[src/rtl/alarm_sequencer.sv]
// Alarm sequencer: turns the comparator's match level into a ringing session with a 1 Hz beep,
// ring timeout, bounded snooze and stop control.
module alarm_sequencer #(
    parameter int unsigned RING_SEC   = 60,
    parameter int unsigned SNOOZE_SEC = 300,
    parameter int unsigned MAX_SNOOZE = 3
) (
    input  logic       clk_i,
    input  logic       rst_ni,
    input  logic       tick_1hz_i,
    input  logic       sound_alarm_i,
    input  logic       alarm_en_i,
    input  logic       snooze_btn_i,
    input  logic       stop_btn_i,
    output logic       buzzer_o,
    output logic       alarm_active_o,
    output logic       snoozing_o,
    output logic [2:0] snooze_cnt_o
);

    typedef enum logic [1:0] {
        StIdle,
        StRinging,
        StSnooze
    } state_e;

    localparam logic [15:0] RingLast   = 16'(RING_SEC - 1);
    localparam logic [15:0] SnoozeLast = 16'(SNOOZE_SEC - 1);
    localparam logic [2:0]  MaxSnooze  = 3'(MAX_SNOOZE);

    state_e      state_q, state_d;
    logic        snd_q;
    logic [15:0] sec_cnt_q, sec_cnt_d;
    logic        beep_q, beep_d;
    logic [2:0]  snooze_cnt_q, snooze_cnt_d;
    logic        buzzer_q, buzzer_d;
    logic        trigger;

    // Rising edge of the match level; snd_q resets high so a level present at reset is ignored.
    assign trigger = sound_alarm_i & ~snd_q;

    always_comb begin
        state_d      = state_q;
        sec_cnt_d    = sec_cnt_q;
        beep_d       = beep_q;
        snooze_cnt_d = snooze_cnt_q;
        unique case (state_q)
            StIdle: begin
                if (trigger && alarm_en_i) begin
                    state_d      = StRinging;
                    sec_cnt_d    = 16'd0;
                    snooze_cnt_d = 3'd0;
                    beep_d       = 1'b1;
                end
            end
            StRinging: begin
                if (stop_btn_i || !alarm_en_i) begin
                    state_d = StIdle;
                end else if (snooze_btn_i && (snooze_cnt_q < MaxSnooze)) begin
                    state_d      = StSnooze;
                    sec_cnt_d    = 16'd0;
                    snooze_cnt_d = snooze_cnt_q + 3'd1;
                end else if (tick_1hz_i) begin
                    if (sec_cnt_q == RingLast) begin
                        state_d = StIdle;
                    end else begin
                        sec_cnt_d = sec_cnt_q + 16'd1;
                        beep_d    = ~beep_q;
                    end
                end
            end
            StSnooze: begin
                if (stop_btn_i || !alarm_en_i) begin
                    state_d = StIdle;
                end else if (tick_1hz_i) begin
                    if (sec_cnt_q == SnoozeLast) begin
                        state_d   = StRinging;
                        sec_cnt_d = 16'd0;
                        beep_d    = 1'b1;
                    end else begin
                        sec_cnt_d = sec_cnt_q + 16'd1;
                    end
                end
            end
            default: state_d = StIdle;
        endcase
        buzzer_d = (state_d == StRinging) & beep_d;
    end

    always_ff @(posedge clk_i) begin
        if (!rst_ni) begin
            state_q      <= StIdle;
            snd_q        <= 1'b1;
            sec_cnt_q    <= 16'd0;
            beep_q       <= 1'b0;
            snooze_cnt_q <= 3'd0;
            buzzer_q     <= 1'b0;
        end else begin
            state_q      <= state_d;
            snd_q        <= sound_alarm_i;
            sec_cnt_q    <= sec_cnt_d;
            beep_q       <= beep_d;
            snooze_cnt_q <= snooze_cnt_d;
            buzzer_q     <= buzzer_d;
        end
    end

    assign buzzer_o       = buzzer_q;
    assign alarm_active_o = (state_q == StRinging);
    assign snoozing_o     = (state_q == StSnooze);
    assign snooze_cnt_o   = snooze_cnt_q;

endmodule

[config.mk]
export PLATFORM = sky130hd
export DESIGN_NAME = alarm_sequencer
export DESIGN_NICKNAME = d
export VERILOG_FILES = /design/src/rtl/alarm_sequencer.sv
export SDC_FILE = /design/constraint.sdc
export NUM_CORES = 1
export LEC_CHECK = 0
export ABC_CLOCK_PERIOD_IN_PS = 2880
export BUFFER_PORTS_ARGS = -buffer_cell sky130_fd_sc_hd__buf_2
export CAP_MARGIN = 5
export CORE_MARGIN = 3
export CORE_UTILIZATION = 35
export CTS_CLUSTER_DIAMETER = 120
export DETAILED_ROUTE_END_ITERATION = 10
export MAX_ROUTING_LAYER = met4
export PLACE_DENSITY = 0.61
export SLEW_MARGIN = 20
export SYNTH_ARGS = -nofsm -noshare
export SYNTH_HDL_FRONTEND = slang
export SYNTH_SLANG_ARGS = --single-unit
[constraint.sdc]
create_clock -name clk_i -period 2.88 [get_ports clk_i]
set_input_delay 0.288 -clock clk_i [delete_from_list [all_inputs] [get_ports clk_i]]
set_output_delay 0.288 -clock clk_i [all_outputs]
set_load 0.005 [all_outputs]
======== Yosys cells after proc, flatten, opt, wreduce, memory -nomap -nowiden ========
Index checks and enable logic that the tools add are counted.
cells by class
  add/subtract/negate cells ............... 2
  order comparisons ....................... 1
  equality and inequality tests ........... 12
  multiplexer cells ....................... 31
  bitwise gates (word level) .............. 4
  reduce and logical (&&, ||, !) cells .... 9
operator list
  kind                     count
  $mux W16                 8
  $pmux W16 S3             1
  $add A16 B1 Y16 const B  1
  $eq A16 B6 Y1 const B    1
  $eq A16 B9 Y1 const B    1
  $mux W2                  8
  $mux W3                  3
  $mux W1                  8
  $ne A2 B2 Y1 const B     4
  $reduce_and A7 Y1        1
  $pmux W2 S3              1
  $pmux W3 S2              1
  $eq A2 B1 Y1 const B     2
  $reduce_and A4 Y1        1
  $add A3 B1 Y3 const B    1
  $lt A3 B2 Y1 const B     1
  $ne A3 B2 Y1 const B     1
  $ne A3 B3 Y1 const B     1
  $pmux W1 S3              1
  $reduce_bool A3 Y1       1
  $and A1 B1 Y1            2
  $eq A2 B2 Y1 const B     1
  $logic_and A1 B1 Y1      2
  $logic_not A2 Y1         1
  5 further kinds          6
storage, ports and cells
  register bits after elaboration ......... 24
  bits of input ports ..................... 7
  output and inout bits ................... 6
  word-level logic and storage cells ...... 65

======== Logic depth before layout (Yosys ltp) ========
Gate-level depths: netlist of run 1.
  word-level depth ........................ 8
  depth in mapped cells ................... 9
  depth with buffers taken out ............ 8

======== Least setup slack after synthesis of run 1 ========
OpenSTA, ideal clock, no wires.
  kind .................................... register to register
  start point ............................. register sec_cnt_q[0]
  end point ............................... register sec_cnt_q[14]
  library setup time ...................... 0.121 ns
  arrival time ............................ 1.828 ns
  data required time ...................... 2.759 ns
  slack ................................... 0.931 ns
  stages on the path, launching flop included .. 9
  buffers on the path ..................... 1
  period minus slack after synthesis ...... 1.949 ns
  path through ............................ dfxtp_1 ha_1 nor3b_1 nand4_1 a21oi_2 buf_2 nor2_1 nand2_1 o22ai_1
between the ends
  cells in the longest elaborated chain, start to end .. 6
  elaborated cells on any way between the ends .. 13
  those cells by class .................... add/sub: 1; eq/ne: 3; mux: 8; reduce/logical: 1
ends and longest elaborated chain
  element                 RTL line  text
  start, declared         33        logic [15:0] sec_cnt_q, sec_cnt_d;
  start signal, assigned  101       sec_cnt_q <= sec_cnt_d;
  $add A16 B1 Y16         67, 81
  $mux W16                64        if (sec_cnt_q == RingLast) begin
  $mux W16                63        end else if (tick_1hz_i) begin
  $mux W16                59        end else if (snooze_btn_i && (snooze_cnt_q < MaxSnooze)) begin
  $mux W16                57        if (stop_btn_i || !alarm_en_i) begin
  $pmux W16 S3            47        unique case (state_q)
Parallel ways exist; a longest one is shown, timed or not. The select of a mux whose other input is x is not followed.
A chain may end at the register's enable or synchronous reset.

======== Final worst setup path of run 1 ========
  start point ............................. register sec_cnt_q[0]
  end point ............................... register sec_cnt_q[0]
The elaborated chain is that of the path after synthesis.

==> key figures, run 1 <==
STA
  • Worst Tran Pin Value: 0.513 ns
  • Clk_skew: 0.00674 ns
  • Fmax: 0.424 GHz
  • RSZ-0062 raised after global routing: false
  • Rel. slew slack: 65.7%
  • Final Max Slew Viols: 0
  • Endpoints failing hold: 0
  • Final setup TNS: 0 ns
  • Tcrit/Tclk final: 81.9%
  • Final Setup Violations: 0
  • Final min period: 2.36 ns

Synthesis
  • Mapped Cells: 174
  • Async set or reset register ratio after synthesis: 0%
  • Mapped cell area: 1450 µm²
  • Top cells by area, synth: dfxtp_1 (33%), xnor2_1 (7.3%), ha_1 (5.2%), nor2_1 (4.9%), nand3_1 (3.5%)
  • Synth unique cells: 48
  • Top cell type by total area after synthesis: dfxtp_1
  • Syn Area/Cell: 8.31 µm²
  • Sequential area share after synthesis: 33.2%
  • Synth warn: 0
  • Post-synth top cells: dfxtp_1 (24), nor2_1 (19), xnor2_1 (12)
  • Top-count cell post-synth: dfxtp_1
  • Synth Register Bits: 24
  • EDFF count, synth: 0
  • Yosys top cell area share: 33.2%
  • Synth Flop Type: dfxtp_1
  • Mapped Nets: 187

Cells and area
  • Final layout net count: 199
  • Layout area overhead: 11.4%
  • Filler cells: 395
  • Fraction of layout cells with a size suffix above 1: 14.6%
  • FF/Latch Area: 480 µm²
  • Area of the multi-input gates: 890 µm²
  • ANT cells: 0
  • Final Util: 42.1%

Critical path
  • CP Launch Type: flip-flop
  • Max FO, Critical Path: 12
  • Setup CP Type: reg -> reg
  • CP endpoint kind: flip-flop
  • Worst path arrival time: 2.50 ns
  • CP required: 3.02 ns

Pwr
  • Maximum vdd drop: 0.339 mV
  • Power Dens Cells: 423 nW/µm²
  • Leak: 0.529 nW

Clock network
  • TritonCTS Buffers: 3
  • CTS max path bufs: 2
  • Post_cts resized: 0
  • Root Buffer: clkbuf_8
  • CTS tree: built
  • H-tree levels: 1
  • Clk pin slew, worst setup/hold paths: 0.09 ns
  • Worst-Skew Late Latency: 0.27 ns
  • CTS sink cnt: 24
  • Setup repair bufs after CTS: 0
  • Hold_buf cts: 0

Routing
  • Avg WL per Cell: 13.1 µm
  • DRT antenna net count: 0
  • Drt via density: 5.32
  • Initial DRC count: 68
  • Drt total wl: 3.05 mm
  • Routed vias: 1240
  • Remaining DRCs: 0
  • Pre-antenna DRT Iters: 4

Global route
  • First-pass GRT wire length: 5.35 mm
  • Vias in the first global route: 1127
  • Initial antenna violation count: 0
  • GR Overflow Total: 0
  • All-Layer GR Usage: 13.6%
  • Largest net degree at the start of global routing: 15

Floorplan
  • # rows: 22
  • Num ports: 13
  • Die Span Y: 70.3 µm
  • Core Region: 3830 µm²
  • Starting Density: 37.8%
  • Die X: 70.3 µm
  • Die area: 4940 µm²

Min path
  • Hold WC Path Type: in -> reg

Outcome
  • Status: complete, no violations

Placement
  • GPL Wtd Cong: 0.823
  • I/O Buffers: 12
  • DP Wirelength: 2.29 mm

Flow run
  • Max cap viols: 0
==> area by class of cell <==
| cell class | instances | share of cell area [%] |
|---|---|---|
| flip-flops and latches | 24 | 29.8 |
| well taps | 48 | 3.73 |
| clock buffers | 3 | 2.56 |
| multi-input cells | 133 | 55.2 |
| clock inverters | 1 | 1.86 |
| inverters | 11 | 2.56 |
| repair buffers | 13 | 4.20 |
==> report_power, final <==
part	internal (W)	leakage, nW	switching (W)
Combinational	0.0000193	0.299	0.0000323
Clock	0.000186	0.0357	0.000106
Sequential	0.000335	0.194	0.00000328
Total	0.000540	0.529	0.000142
==> metrics by stage <==
stage | power (W) | setup slack [ns] | area (µm²) | hold WS, ns | cells
global route | 0.000714 | 0.188 | 1610 | 0.217 | 233
global placement | 0.000398 | 0.536 | 1540 | 0.490 | 229
floorplan | 0.000383 | 0.931 | 1450 | 0.361 | 174
finish | 0.000681 | 0.521 | 1610 | 0.222 | 233
detailed placement | 0.000397 | 0.532 | 1540 | 0.503 | 229
CTS | 0.000694 | 0.479 | 1610 | 0.219 | 233
==> logic make-up after synthesis <==
| kind of cell | after synthesis | synth area share, % |
|---|---|---|
| muxes | 1 | 0.693 |
| DFF | 24 | 33.2 |
| and+or+nand+nor | 81 | 31.9 |
| buffers and inverters | 17 | 5.19 |
| adders and majority gates | 6 | 5.19 |
| AOI/OAI and AO/OA | 32 | 15.8 |
| xor gates and xnor gates | 13 | 7.88 |
==> sequential cells by signal (all words and copies together), names as in the netlist <==
register	flops
snooze_cnt_o	3
buzzer_o	1
snd_q	1
state_q	2
beep_q	1
sec_cnt_q	16
==> layer usage <==
layer | share of wire (%) | GRT usage, % | wire length [µm]
met5 | 0 | - | 0
met4 | 0.62 | 3.19 | 19
met3 | 4.8 | 3.45 | 146
met2 | 45 | 21.1 | 1390
met1 | 49 | 17.9 | 1500
==> critical path, cell delays in order (launching register included) <==
cell      delay [ns]
dfxtp_1         0.44
ha_1            0.33
nor3b_1         0.28
nand4_1         0.19
o21ai_1         0.22
a21boi_1        0.20
o21ai_2         0.47
nor2_1          0.10
==> cell usage in the layout, fill, tap and decap left out, types with 4 or more instances in the layout <==
cell type  instances
a21oi_1            7
buf_2             12
dfxtp_1           24
ha_1               6
inv_1             10
nand2_1           11
nand2b_1           4
nand3_1           10
nand4_1            6
nor2_1            19
nor4_1             6
xnor2_1           12
==> worst paths after layout <==
path	from	end	slack (ns)	cells after the start
worst max-delay path	sec_cnt_q[0]$_SDFFE_PN0P_	sec_cnt_q[0]$_SDFFE_PN0P_	0.52	7
worst min register to register	sec_cnt_q[14]$_SDFFE_PN0P_	sec_cnt_q[14]$_SDFFE_PN0P_	0.52	2
worst max register to register	sec_cnt_q[0]$_SDFFE_PN0P_	sec_cnt_q[0]$_SDFFE_PN0P_	0.52	7
worst min-delay path	sound_alarm_i	snd_q$_SDFF_PN1_	0.22	2
Power figures use the tool's default switching activity.
==> run 2: changes to the inputs <==
--- a/config.mk
+++ b/config.mk
@@ -5,7 +5,7 @@
 export SDC_FILE = /design/constraint.sdc
 export NUM_CORES = 1
 export LEC_CHECK = 0
-export ABC_CLOCK_PERIOD_IN_PS = 2880
+export ABC_CLOCK_PERIOD_IN_PS = 2050
 export BUFFER_PORTS_ARGS = -buffer_cell sky130_fd_sc_hd__buf_2
 export CAP_MARGIN = 5
 export CORE_MARGIN = 3
@@ -13,7 +13,7 @@
 export CTS_CLUSTER_DIAMETER = 120
 export DETAILED_ROUTE_END_ITERATION = 10
 export MAX_ROUTING_LAYER = met4
-export PLACE_DENSITY = 0.61
+export PLACE_DENSITY = 0.63
 export SLEW_MARGIN = 20
 export SYNTH_ARGS = -nofsm -noshare
 export SYNTH_HDL_FRONTEND = slang
==> constraint.sdc (replaced) <==
create_clock -name clk_i -period 2.05 [get_ports clk_i]
set_input_delay 0.205 -clock clk_i [delete_from_list [all_inputs] [get_ports clk_i]]
set_output_delay 0.205 -clock clk_i [all_outputs]
set_load 0.005 [all_outputs]
==> key figures, run 2 (synthesis results as in run 1) <==
STA
  • Endpoints failing hold: 0 (unchanged)
  • Worst Tran Pin Value: 0.325 ns (-0.188 ns)
  • Rel. slew slack: 78.0% (+12 points)
  • Fmax: 0.525 GHz (+24%)
  • Final Max Slew Viols: 0 (unchanged)
  • Final min period: 1.91 ns (-0.454 ns)
  • Clk_skew: 0.00372 ns (-0.00302 ns)
  • Tcrit/Tclk final: 92.9% (+11 points)
  • RSZ-0062 raised after global routing: false
  • Final setup TNS: 0 ns (unchanged)
  • Final Setup Violations: 0 (unchanged)

Routing
  • Drt total wl: 3.49 mm (+14%)
  • Routed vias: 1347 (+8.6%)
  • Initial DRC count: 61 (-10%)
  • Pre-antenna DRT Iters: 4 (unchanged)
  • Avg WL per Cell: 14.0 µm (+6.6%)
  • Drt via density: 5.39 (+1.2%)
  • DRT antenna net count: 0 (unchanged)
  • Remaining DRCs: 0 (unchanged)

Cells and area
  • Layout area overhead: 20.9%
  • ANT cells: 0 (unchanged)
  • Most common cell after layout, fill and taps aside: dfxtp_1
  • Final layout net count: 216 (+8.5%)
  • Final Util: 45.7% (+3.6 points)
  • Most frequent cells in the layout: dfxtp_1 (24), nor2_1 (19), buf_4 (18)
  • Fraction of layout cells with a size suffix above 1: 23.3% (+8.7 points)
  • Max reg flops: 16 (unchanged)
  • Filler cells: 352 (-11%)
  • Register with the most flip-flops: sec_cnt_q

Clock network
  • CTS tree: built
  • Hold_buf cts: 0 (unchanged)
  • Root Buffer: clkbuf_8
  • Worst-Skew Late Latency: 0.27 ns (about the same)
  • CTS sink cnt: 24 (unchanged)
  • H-tree levels: 1 (unchanged)
  • TritonCTS Buffers: 3 (unchanged)
  • CTS max path bufs: 2 (unchanged)
  • Clk pin slew, worst setup/hold paths: 0.09 ns (about the same)
  • Setup repair bufs after CTS: 0 (unchanged)

Global route
  • Initial antenna violation count: 0 (unchanged)
  • Vias in the first global route: 1228 (+9.0%)
  • GR Overflow Total: 0 (unchanged)
  • All-Layer GR Usage: 15.3% (+1.6 points)
  • First-pass GRT wire length: 6.05 mm (+13%)
  • Largest net degree at the start of global routing: 15 (unchanged)

Floorplan
  • Num ports: 13 (unchanged)
  • Starting Density: 37.8% (unchanged)
  • # rows: 22 (unchanged)
  • Die X: 70.3 µm (unchanged)
  • Die Span Y: 70.3 µm (unchanged)
  • Die area: 4940 µm² (unchanged)
  • Core Region: 3830 µm² (unchanged)

Critical path
  • CP required: 2.22 ns (-0.80 ns)
  • Max FO, Critical Path: 7 (-5)
  • CP endpoint kind: flip-flop
  • Slowest CP cell: or3_4
  • Flop2flop setup slack: 0.14 ns (-0.38 ns)
  • CP Cell Sequence: nand4_1 > or2_1 > or3_4 > nor4_4 > xnor2_1 > nor2_1
  • Worst path arrival time: 2.08 ns (-0.42 ns)
  • Slowest stage delay, CP: 0.46 ns (about the same)
  • CP Launch Type: flip-flop
  • Setup CP Type: reg -> reg

Flow run
  • Max cap viols: 0 (unchanged)

Placement
  • GPL Wtd Cong: 0.940 (+14%)
  • I/O Buffers: 12 (unchanged)
  • DP Wirelength: 2.62 mm (+14%)

Min path
  • Hold WC Path Type: in -> reg

Outcome
  • Status: complete, no violations

Pwr
  • Power Dens Cells: 507 nW/µm² (+20%)
  • Maximum vdd drop: 0.317 mV (-6.4%)
  • Leak: 0.629 nW (+19%)
  • Final Power: 0.000885 W (+30%)
## run 2: cell types whose count changed in the layout (fill, tap and decap cells not counted), sizes merged
cell | before | now
buf | 13 | 30
bufinv | 1 | 0
clkbuf | 3 | 4
## run 2: power by group
group | total [W] | internal [W] | switching, W
sequential | 0.000473 | 0.000470 | 0.00000276
combinational | 0.0000867 | 0.0000351 | 0.0000516
clock | 0.000326 | 0.000172 | 0.000154
total | 0.000885 | 0.000677 | 0.000208
## run 2: path summary, 6_finish.rpt
path	endpoint	cells past startpoint	startpoint
worst max-delay path	sec_cnt_q[15]$_SDFFE_PN0P_	6	sec_cnt_q[2]$_SDFFE_PN0P_
worst min-delay path	snd_q$_SDFF_PN1_	2	sound_alarm_i
worst max register to register	sec_cnt_q[15]$_SDFFE_PN0P_	6	sec_cnt_q[2]$_SDFFE_PN0P_
worst min register to register	snooze_cnt_o[2]$_SDFFE_PN0P_	2	snooze_cnt_o[2]$_SDFFE_PN0P_
## run 2: cell type report
cell class	instances	area [µm²]	area share, %
inverter	11	41.3	2.36
multi-input combinational	133	915	52.4
timing repair buffer	30	195	11.2
clock buffer	4	55.1	3.15
tap	48	60.1	3.44
sequential	24	480	27.5
## run 2: worst max-delay path: cells and delay by family, from the launching register on
family	cells	cell delay [ns]
xor+xnor	1	0.15
simple gates	5	1.23
flops	1	0.44
## run 2: timing repair
item | 4_1_cts | 5_1_grt
endpoints found under the hold margin | 0 | 0
resized for setup | 0 | 4
setup endpoints to repair | 0 | 13
## run 2: layer usage
metal / share of wire, % / global-route usage, % / wire (µm) / vias to the layer above
li1: - / - / - / 682
met1: 48 / 21.8 / 1690 / 631
met2: 46 / 21.8 / 1620 / 29
met3: 3.9 / 2.59 / 135 / 5
met4: 1.3 / 4.47 / 46 / 0
met5: 0 / - / 0 / -
## run 2: stage by stage
stage	hold WS, ns	worst slack (ns)	area (µm²)	std cells
global placement	0.413	0.162	1670	246
detailed placement	0.418	0.150	1670	246
CTS	0.138	0.129	1720	250
finish	0.139	0.145	1750	250
floorplan	0.278	0.101	1450	174
global route	0.142	0.0209	1750	250
==> run 3: changes to the inputs <==
--- a/config.mk
+++ b/config.mk
@@ -8,7 +8,7 @@
 export ABC_CLOCK_PERIOD_IN_PS = 2050
 export BUFFER_PORTS_ARGS = -buffer_cell sky130_fd_sc_hd__buf_2
 export CAP_MARGIN = 5
-export CORE_MARGIN = 3
+export CORE_MARGIN = 8
 export CORE_UTILIZATION = 35
 export CTS_CLUSTER_DIAMETER = 120
 export DETAILED_ROUTE_END_ITERATION = 10
==> key figures, run 3 (synthesis results as in run 1) <==
Outcome
  • Status: complete, no violations

Floorplan
  • Die X: 80.3 µm (+14%)
  • Num ports: 13 (unchanged)
  • Die Span Y: 80.3 µm (+14%)
  • Starting Density: 36.1% (-1.6 points)
  • Core Region: 4000 µm² (+4.5%)
  • Die area: 6440 µm² (+30%)
  • # rows: 23 (+4.5%)

Clock network
  • CTS sink cnt: 24 (unchanged)
  • H-tree levels: 1 (unchanged)
  • Worst-Skew Late Latency: 0.27 ns (about the same)
  • CTS max path bufs: 2 (unchanged)
  • Root Buffer: clkbuf_8
  • CTS tree: built
  • Clk pin slew, worst setup/hold paths: 0.09 ns (about the same)
  • Hold_buf cts: 0 (unchanged)
  • TritonCTS Buffers: 3 (unchanged)

STA
  • RSZ-0062 raised after global routing: false
  • Hold slack: 0.139 ns (+0.000120 ns)
  • Final min period: 1.93 ns (+0.0211 ns)
  • Endpoints failing hold: 0 (unchanged)
  • Final Setup Violations: 0 (unchanged)
  • Worst Tran Pin Value: 0.409 ns (+0.0839 ns)
  • Fmax: 0.519 GHz (-1.1%)
  • Final setup TNS: 0 ns (unchanged)
  • Clk_skew: 0.00624 ns (+0.00252 ns)
  • Tcrit/Tclk final: 94.0% (+1.0 points)
  • Rel. slew slack: 72.4% (-5.7 points)
  • Final Max Slew Viols: 0 (unchanged)

Routing
  • Routed vias: 1303 (-3.3%)
  • Drt total wl: 3.29 mm (-5.7%)
  • Drt via density: 5.32 (-1.3%)
  • Initial DRC count: 83 (+36%)
  • Remaining DRCs: 0 (unchanged)
  • Avg WL per Cell: 13.4 µm (-3.7%)
  • DRT antenna net count: 0 (unchanged)
  • Pre-antenna DRT Iters: 4 (unchanged)

Cells and area
  • Post-route cell area: 1670 µm² (-4.3%)
  • Final Non-Filler Cells: 245 (-2.0%)
  • Layout area overhead: 15.7%
  • Final layout net count: 210 (-2.8%)
  • Area of the multi-input gates: 896 µm² (-2.1%)
  • Fraction of layout cells with a size suffix above 1: 19.5% (-3.8 points)
  • FF/Latch Area: 480 µm² (unchanged)
  • Filler cells: 416 (+18%)
  • ANT cells: 0 (unchanged)
  • Register with the most flip-flops: sec_cnt_q
  • Max reg flops: 16 (unchanged)
  • Most frequent cells in the layout: dfxtp_1 (24), nor2_1 (19), xnor2_1 (12), buf_2 (12), buf_4 (12)
  • Most common cell after layout, fill and taps aside: dfxtp_1

Placement
  • Post-DP Area: 1620 µm² (-2.6%)
  • I/O Buffers: 12 (unchanged)
  • Dpl cells: 242 (-1.6%)
  • GPL Wtd Cong: 0.863 (-8.2%)
  • DP Wirelength: 2.50 mm (-4.3%)

Global route
  • Initial antenna violation count: 0 (unchanged)
  • Largest net degree at the start of global routing: 14 (-1)
  • GR Overflow Total: 0 (unchanged)
  • All-Layer GR Usage: 10.5% (-4.8 points)
  • First-pass GRT wire length: 5.31 mm (-12%)
  • Vias in the first global route: 1183 (-3.7%)

Critical path
  • Slowest CP cell: dfxtp_1
  • Slowest stage delay, CP: 0.45 ns (about the same)
  • Worst r2r dst: sec_cnt_q[14]$_SDFFE_PN0P_
  • CP required: 2.25 ns (+0.03 ns)
  • R2R cell count: 6 (unchanged)
  • RR Startpoint: sec_cnt_q[2]$_SDFFE_PN0P_
  • Setup CP Type: reg -> reg
  • CP Cell Sequence: nand4_1 > or2_1 > nor3_2 > nand3_1 > or3b_1 > o22ai_1
  • Flop2flop setup slack: 0.12 ns (-0.02 ns)
  • CP endpoint kind: flip-flop
  • Worst path arrival time: 2.12 ns (+0.04 ns)
  • CP Launch Type: flip-flop
  • Max FO, Critical Path: 7 (unchanged)

Pwr
  • Switch share: 24.1% (+0.59 points)
  • Pint: 0.000636 W (-6.0%)
  • Part of the power in registers: 56.4% (+3.0 points)
  • Clock share of power: 33.6% (-3.2 points)
  • Leak: 0.574 nW (-8.6%)
  • Power Dens Cells: 502 nW/µm² (-1.0%)
  • Combinational power share: 10.1% (+0.3 points)
  • Maximum vdd drop: 0.319 mV (+0.52%)
  • Sw Pwr: 0.000202 W (-2.9%)
  • Final Power: 0.000839 W (-5.3%)

Min path
  • Worst Hold Depth: 2 (unchanged)
  • Min-delay src: sound_alarm_i
  • Hold WC Path Type: in -> reg
  • Worst Hold End: snd_q$_SDFF_PN1_

Flow run
  • Max cap viols: 0 (unchanged)
## run 3: cell types whose count changed in the layout (fill, tap and decap cells not counted)
cell,previous run,this run
buf_4,18,12
nor4_1,4,6
nor4_2,3,1
clkbuf_8,4,3
nor3_2,0,1
nor3_4,1,0
## run 3: worst max path at each step
stage | startpoint | endpoint | slack (ns)
floorplan | sec_cnt_q[0]$_SDFFE_PN0P_ | sec_cnt_q[14]$_SDFFE_PN0P_ | 0.10
global placement | state_q[1]$_SDFF_PN0_ | sec_cnt_q[5]$_SDFFE_PN0P_ | 0.16
detailed placement | sec_cnt_q[2]$_SDFFE_PN0P_ | sec_cnt_q[14]$_SDFFE_PN0P_ | 0.15
CTS | sec_cnt_q[2]$_SDFFE_PN0P_ | sec_cnt_q[14]$_SDFFE_PN0P_ | 0.12
global route | state_q[1]$_SDFF_PN0_ | sec_cnt_q[5]$_SDFFE_PN0P_ | 0.007
finish | sec_cnt_q[2]$_SDFFE_PN0P_ | sec_cnt_q[14]$_SDFFE_PN0P_ | 0.12
## run 3: power by group through the flow
| stage | clock (W) | combinational (W) | sequential (W) |
|---|---|---|---|
| 6_report | 0.000282 | 0.0000844 | 0.000473 |
| 5_1_grt | 0.000314 | 0.0000929 | 0.000473 |
| 4_1_cts | 0.000296 | 0.0000843 | 0.000473 |
| 3_5_place_dp | 0 | 0.0000836 | 0.000484 |
| 3_3_place_gp | 0 | 0.0000842 | 0.000484 |
| 2_1_floorplan | 0 | 0.0000530 | 0.000485 |
## run 3: critical path: cells and delay by family, from the launching register on
family	cells	cell delay (ns)
AND/OR/NAND/NOR	5	1.27
flip-flops	1	0.45
AO/OA/AOI/OAI	1	0.14
## run 3: final cells by class
cell class,instances,share of cell area (%)
clock buffer,3,2.47
timing repair buffer,24,8.98
sequential,24,28.7
multi-input combinational,133,53.6
tap,50,3.74
inverter,11,2.47
## run 3: through the flow
stage,setup slack [ns],util (%)
global placement,0.164,40.6
CTS,0.122,41.6
global route,0.00711,41.8
detailed placement,0.153,40.6
finish,0.124,41.8
floorplan,0.101,-
## run 3: per-layer routing
layer | vias to the layer above | routed length (µm) | GRT usage (%)
met3 | 2 | 246 | 3.57
met2 | 33 | 1500 | 16.4
met5 | - | 0 | -
li1 | 664 | - | -
met4 | 0 | 17 | 2.55
met1 | 604 | 1530 | 12.7
## run 3: repair_timing
item                                    4_1_cts  5_1_grt
gates resized for setup                       0        1
buffers inserted                              0        0
endpoints found under the setup margin        0       15
